File: config.mk
export PLATFORM = sky130hd
export DESIGN_NAME = buffer_row_reader
export DESIGN_NICKNAME = d
export VERILOG_FILES = /design/src/rtl/ca_pkg.sv /design/src/rtl/buffer_row_reader.sv
export SDC_FILE = /design/constraint.sdc
export NUM_CORES = 2
export LEC_CHECK = 0
export BUFFER_PORTS_ARGS = -buffer_cell sky130_fd_sc_hd__buf_2
export CORE_ASPECT_RATIO = 0.7
export CORE_UTILIZATION = 60
export DETAILED_ROUTE_END_ITERATION = 7
export GPL_TIMING_DRIVEN = 0
export HOLD_SLACK_MARGIN = 0.08
export MAX_ROUTING_LAYER = met4
export PLACE_DENSITY = 0.87
export SYNTH_ARGS = -nofsm -noshare
export SYNTH_HDL_FRONTEND = slang
export SYNTH_SLANG_ARGS = --single-unit
File: constraint.sdc
create_clock -name clk -period 5 [get_ports clk]
set_input_delay 0.75 -clock clk [delete_from_list [all_inputs] [get_ports clk]]
set_output_delay 0.75 -clock clk [all_outputs]
set_load 0.01 [all_outputs]
File: src/rtl/ca_pkg.sv
// Shared automaton / frame-buffer constants, reader FSM states and the
// word-to-row bit mapping used by both the row writer and the row reader.
package ca_pkg;

    localparam int ROW_W    = 8;
    localparam int COL_W    = 5;
    localparam int WORD_W   = 16;
    localparam int ROW_BITS = 512;
    localparam int ADDR_W   = ROW_W + COL_W;

    typedef enum logic [1:0] {
        IDLE,
        READ,
        DRAIN,
        DONE
    } rd_state_t;

    // MSB index of the row slice held by buffer word `col`; word bit 15
    // lands on this bit.
    function automatic int base(input logic [COL_W-1:0] col);
        return ROW_BITS - 1 - WORD_W * int'(col);
    endfunction

endpackage

File: src/rtl/buffer_row_reader.sv
// Reads the 32 words of one frame-buffer row and reassembles a 512-bit row.
// Ports: clk, reset (sync, active high), start/row_sel request, busy/done
// status, mem_addr/mem_rd/mem_data RAM port (1-cycle read), row_out result.
module buffer_row_reader
    import ca_pkg::*;
(
    input  logic                clk,
    input  logic                reset,
    input  logic                start,
    input  logic [ROW_W-1:0]    row_sel,
    output logic                busy,
    output logic                done,
    output logic [ADDR_W-1:0]   mem_addr,
    output logic                mem_rd,
    input  logic [WORD_W-1:0]   mem_data,
    output logic [ROW_BITS-1:0] row_out
);

    localparam logic [COL_W-1:0] LAST_COL = '1;

    rd_state_t            state;
    logic [ROW_W-1:0]     row_q;
    logic [COL_W-1:0]     col_q;
    logic                 v_d;
    logic [COL_W-1:0]     col_d;
    logic [ROW_BITS-1:0]  shadow;
    logic [ROW_BITS-1:0]  shadow_nx;

    assign mem_addr = {row_q, col_q};

    // Merge the word arriving this cycle so the final word, which returns
    // during DRAIN, reaches row_out on the same edge.
    always_comb begin
        shadow_nx = shadow;
        if (v_d) begin
            shadow_nx[base(col_d) -: WORD_W] = mem_data;
        end
    end

    always_ff @(posedge clk) begin
        if (reset) begin
            state   <= IDLE;
            row_q   <= '0;
            col_q   <= '0;
            busy    <= 1'b0;
            done    <= 1'b0;
            mem_rd  <= 1'b0;
            v_d     <= 1'b0;
            col_d   <= '0;
            shadow  <= '0;
            row_out <= '0;
        end else begin
            v_d    <= (state == READ);
            col_d  <= col_q;
            shadow <= shadow_nx;
            done   <= 1'b0;
            unique case (state)
                IDLE, DONE: begin
                    if (start) begin
                        state  <= READ;
                        row_q  <= row_sel;
                        col_q  <= '0;
                        busy   <= 1'b1;
                        mem_rd <= 1'b1;
                    end else begin
                        state <= IDLE;
                    end
                end
                READ: begin
                    // col_q parks on the last column; only a new start
                    // brings it back to zero.
                    if (col_q == LAST_COL) begin
                        state  <= DRAIN;
                        mem_rd <= 1'b0;
                    end else begin
                        col_q <= col_q + 1'b1;
                    end
                end
                DRAIN: begin
                    state   <= DONE;
                    busy    <= 1'b0;
                    done    <= 1'b1;
                    row_out <= shadow_nx;
                end
                default: state <= IDLE;
            endcase
        end
    end

endmodule

==> impl_metrics.py <==
metrics = {
    "die": {
        "initial_core_util_pct": 61.06,
        "core_sq_um": 58610,
        "fp-row-count": 74,
        "die_w_um": 293.9,
        "die-area_sq_um": 60640,
        "die_h_um": 206.3,
        "ios": 555,
    },
    "clock_network": {
        "postCtsHoldBufs": 0,
        "clk_path_buf_depth": 3,
        "cts_resized": 0,
        "htree_levels": 3,
        "cts_tree": "built",
        "numCtsBuffers": 91,
        "cts_setup_buffers": 0,
        "path_clk_slew_ns": 0.07,
        "cts_root_buf": "clkbuf_16",
        "insertion_delay_ns": 0.66,
        "cts.sinks": 1048,
    },
    "power_and_ir_drop": {
        "switching_share_pct": 35.34,
        "peakVddDrop_mv": 0.3984,
        "pwr-share-seq_pct": 44.4,
        "p_comb_share_pct": 27.5,
        "internal-power_mw": 16.03,
        "p_sw_mw": 8.760,
        "clockPowerShare_pct": 28.1,
        "leakage_nw": 16.55,
        "p_per_area_nw_per_um2": 583.4,
    },
    "layout": {
        "n_fill_cell": 4345,
        "mostFrequentLayoutCell": "nor2_1",
        "nNetsFinal": 4834,
        "drive_above_1_share_pct": 15.59,
        "multi_input_area_sq_um": 13360,
        "syn2layout_area_growth_pct": 18.70,
        "seq_area_sq_um": 20980,
        "final_cell_mix": "nor2_1 (1541), dfxtp_1 (1048), buf_2 (595)",
        "fin_area_sq_um": 42480,
    },
    "setup_path": {
        "worst_setup_path_end_kind": "flip-flop",
        "crit_fanout": 10,
        "crit_top_cell": "clkbuf_1",
        "rr_endpoint": "row_out[362]",
        "crit_type": "reg -> reg",
        "worstPathBufferInverterCount": 5,
        "cp_top_family": "buffers and inverters",
        "reg2reg_slack_ns": 1.33,
        "r2r_start": "state[0]",
        "cpMaxStageDelayCell": "clkbuf_1",
        "worstPathArrival_ns": 4.15,
        "reg2reg_depth": 7,
        "startpoint_type": "flip-flop",
        "critPathMaxStageDelay_ns": 1.02,
        "cp_cell_sequence": "inv_1 -> ha_1 -> buf_2 -> clkbuf_1 -> clkbuf_1 -> clkbuf_1 -> a211oi_1",
        "worstPathRequired_ns": 5.48,
    },
    "sta": {
        "slew_violations": 0,
        "timing.final.crit_share_pct": 73.46,
        "setup_viol": 0,
        "setup_tns_ns": 0,
        "worst_clock_skew_ns": 0.02907,
        "fmax_ghz": 0.2723,
        "min_period_ns": 3.673,
        "relSlewSlack_pct": 2.060,
        "timing_worst_slew_pin_value_ns": 1.469,
        "hold_viol_final": 0,
        "rsz0062_at_grt": "no",
        "worst_slack_ns": 1.327,
    },
    "placement": {
        "dpl.hpwl_um": 95160,
        "gp_congestion": 0.9769,
        "place_ws_ns": 1.569,
        "port_buffers": 553,
        "post_dp_cell_area_sq_um": 39550,
    },
    "routing": {
        "wl_met1_um": 49940,
        "drcViolationCount": 0,
        "wl_um": 136700,
        "dr.pass1.iters": 8,
        "ant_nets": 0,
        "route.met3.wl_um": 20240,
        "top_layer": "met4",
        "drt_iter0_markers": 4822,
        "vias": 34989,
        "vias_per_cell": 6.158,
        "route.met2.wl_um": 56710,
        "wire_per_inst_um": 24.05,
    },
    "worst_hold_path": {
        "worstHoldPathCells": 3,
        "hold_start": "row_sel[2]",
        "min_path_type": "in -> reg",
        "min_to": "row_q[2]",
    },
    "outcome": {
        "status": "finished clean",
    },
    "global_routing": {
        "grt_overflow_total": 0,
        "grt_pass1_vias": 31559,
        "antenna_found_initial": 10,
        "grt_max_degree": 16,
        "grt_pass1_wl_um": 195600,
        "grt_use_total_pct": 44.77,
    },
    "synth": {
        "yosys_warnings": 0,
        "synth-seq-cells": 1048,
        "synthCells": 4157,
        "netlist_area_sq_um": 35790,
        "synth.distinct_cells": 36,
        "synthesis.nets": 4188,
        "avgSynthCellArea_sq_um": 8.609,
        "synth_seq_area_share_pct": 58.62,
    },
    "flow_run": {
        "drv_cap": 0,
    },
}
## logic make-up after synthesis
kind of cell / share of synthesized area (%)
compound gates: 18.22
xor+xnor: 0.04895
fa+ha+maj: 0.1399
buf+inv: 4.049
flops: 58.62
mux: 0.02797
simple gates: 18.89
## worst max-delay path by stage
| stage | from | to | slack [ns] | cells after the start |
|---|---|---|---|---|
| 2_1_floorplan | reset | shadow[331] | 2.98 | 5 |
| 3_3_place_gp | reset | shadow[424] | 1.65 | 5 |
| 3_5_place_dp | reset | shadow[427] | 1.57 | 5 |
| 4_1_cts | state[0] | row_out[362] | 1.58 | 7 |
| 5_1_grt | state[0] | row_out[364] | 1.43 | 7 |
| 6_report | state[0] | row_out[362] | 1.33 | 7 |
## sequential cells by signal, indices dropped and copies added (netlist names)
signal / count
v_d: 1
mem_rd: 1
busy: 1
col_q: 5
done: 1
col_d: 5
state: 2
row_q: 8
shadow: 512
row_out: 512
## final cells by class
class / count / area share (%)
antenna: 9 / 0.05301
buffer: 356 / 3.384
clock buffer: 140 / 6.368
clock inverter: 25 / 0.4712
inverter: 3 / 0.02651
multi-input combinational: 2750 / 31.45
sequential: 1048 / 49.39
tap: 798 / 2.350
timing repair buffer: 553 / 6.515
## power by group through the flow
stage / sequential, mW / combinational, mW / clock [mW]
6_report: 11.0 / 6.81 / 6.97
5_1_grt: 11.1 / 7.25 / 7.27
4_1_cts: 10.9 / 6.62 / 6.91
3_5_place_dp: 11.1 / 6.55 / 0
3_3_place_gp: 11.1 / 6.39 / 0
2_1_floorplan: 11.6 / 2.83 / 0
## routing by layer
layer | GRT usage, % | up-vias
met5 | - | -
met4 | 25.61 | 0
met3 | 14.77 | 626
met2 | 63.84 | 2560
met1 | 55.58 | 16485
li1 | - | 15318
## tightest hold or removal path, cell delays in order
cell     delay [ns]
buf_2          0.09
nand2_1        0.04
a21oi_1        0.05
## cell usage after synthesis, drive strengths merged
library cell,number,area [sq um]
and4bb,3,37.54
a311oi,1,8.760
o21ai,3,15.01
nand3b,32,240.2
and2,3,18.77
o211ai,1,7.510
inv,3,11.26
or3b,16,140.1
and4,1,8.760
xnor2,2,17.52
a21oi,523,2618
nand4b,3,26.28
mux2i,1,10.01
nor2,1541,5784
clkbuf,288,1081
ha,4,50.05
nor3b,2,15.01
or4b,1,10.01
and3,1,6.260
nor3,1,5.000
nand2b,3,18.77
and4b,3,30.03
buf,68,356.6
dfxtp,1048,20980
a211oi,513,3856
nor4b,1,15.01
nor2b,10,62.56
o21bai,2,15.01
nand4bb,3,33.78
nand2,58,217.7
nand4,1,6.260
nand3,17,85.08
## through the flow
stage	hold slack, ns	utilization, %	instances	power, mW
2_1_floorplan	0.4466	-	4157	14.39
3_3_place_gp	0.4396	67.49	5508	17.46
3_5_place_dp	0.4461	67.49	5508	17.63
4_1_cts	0.3199	72.45	5673	24.46
5_1_grt	0.3368	72.47	5678	25.60
6_report	0.3294	72.48	5682	24.79
Power figures use the tool's default switching activity.
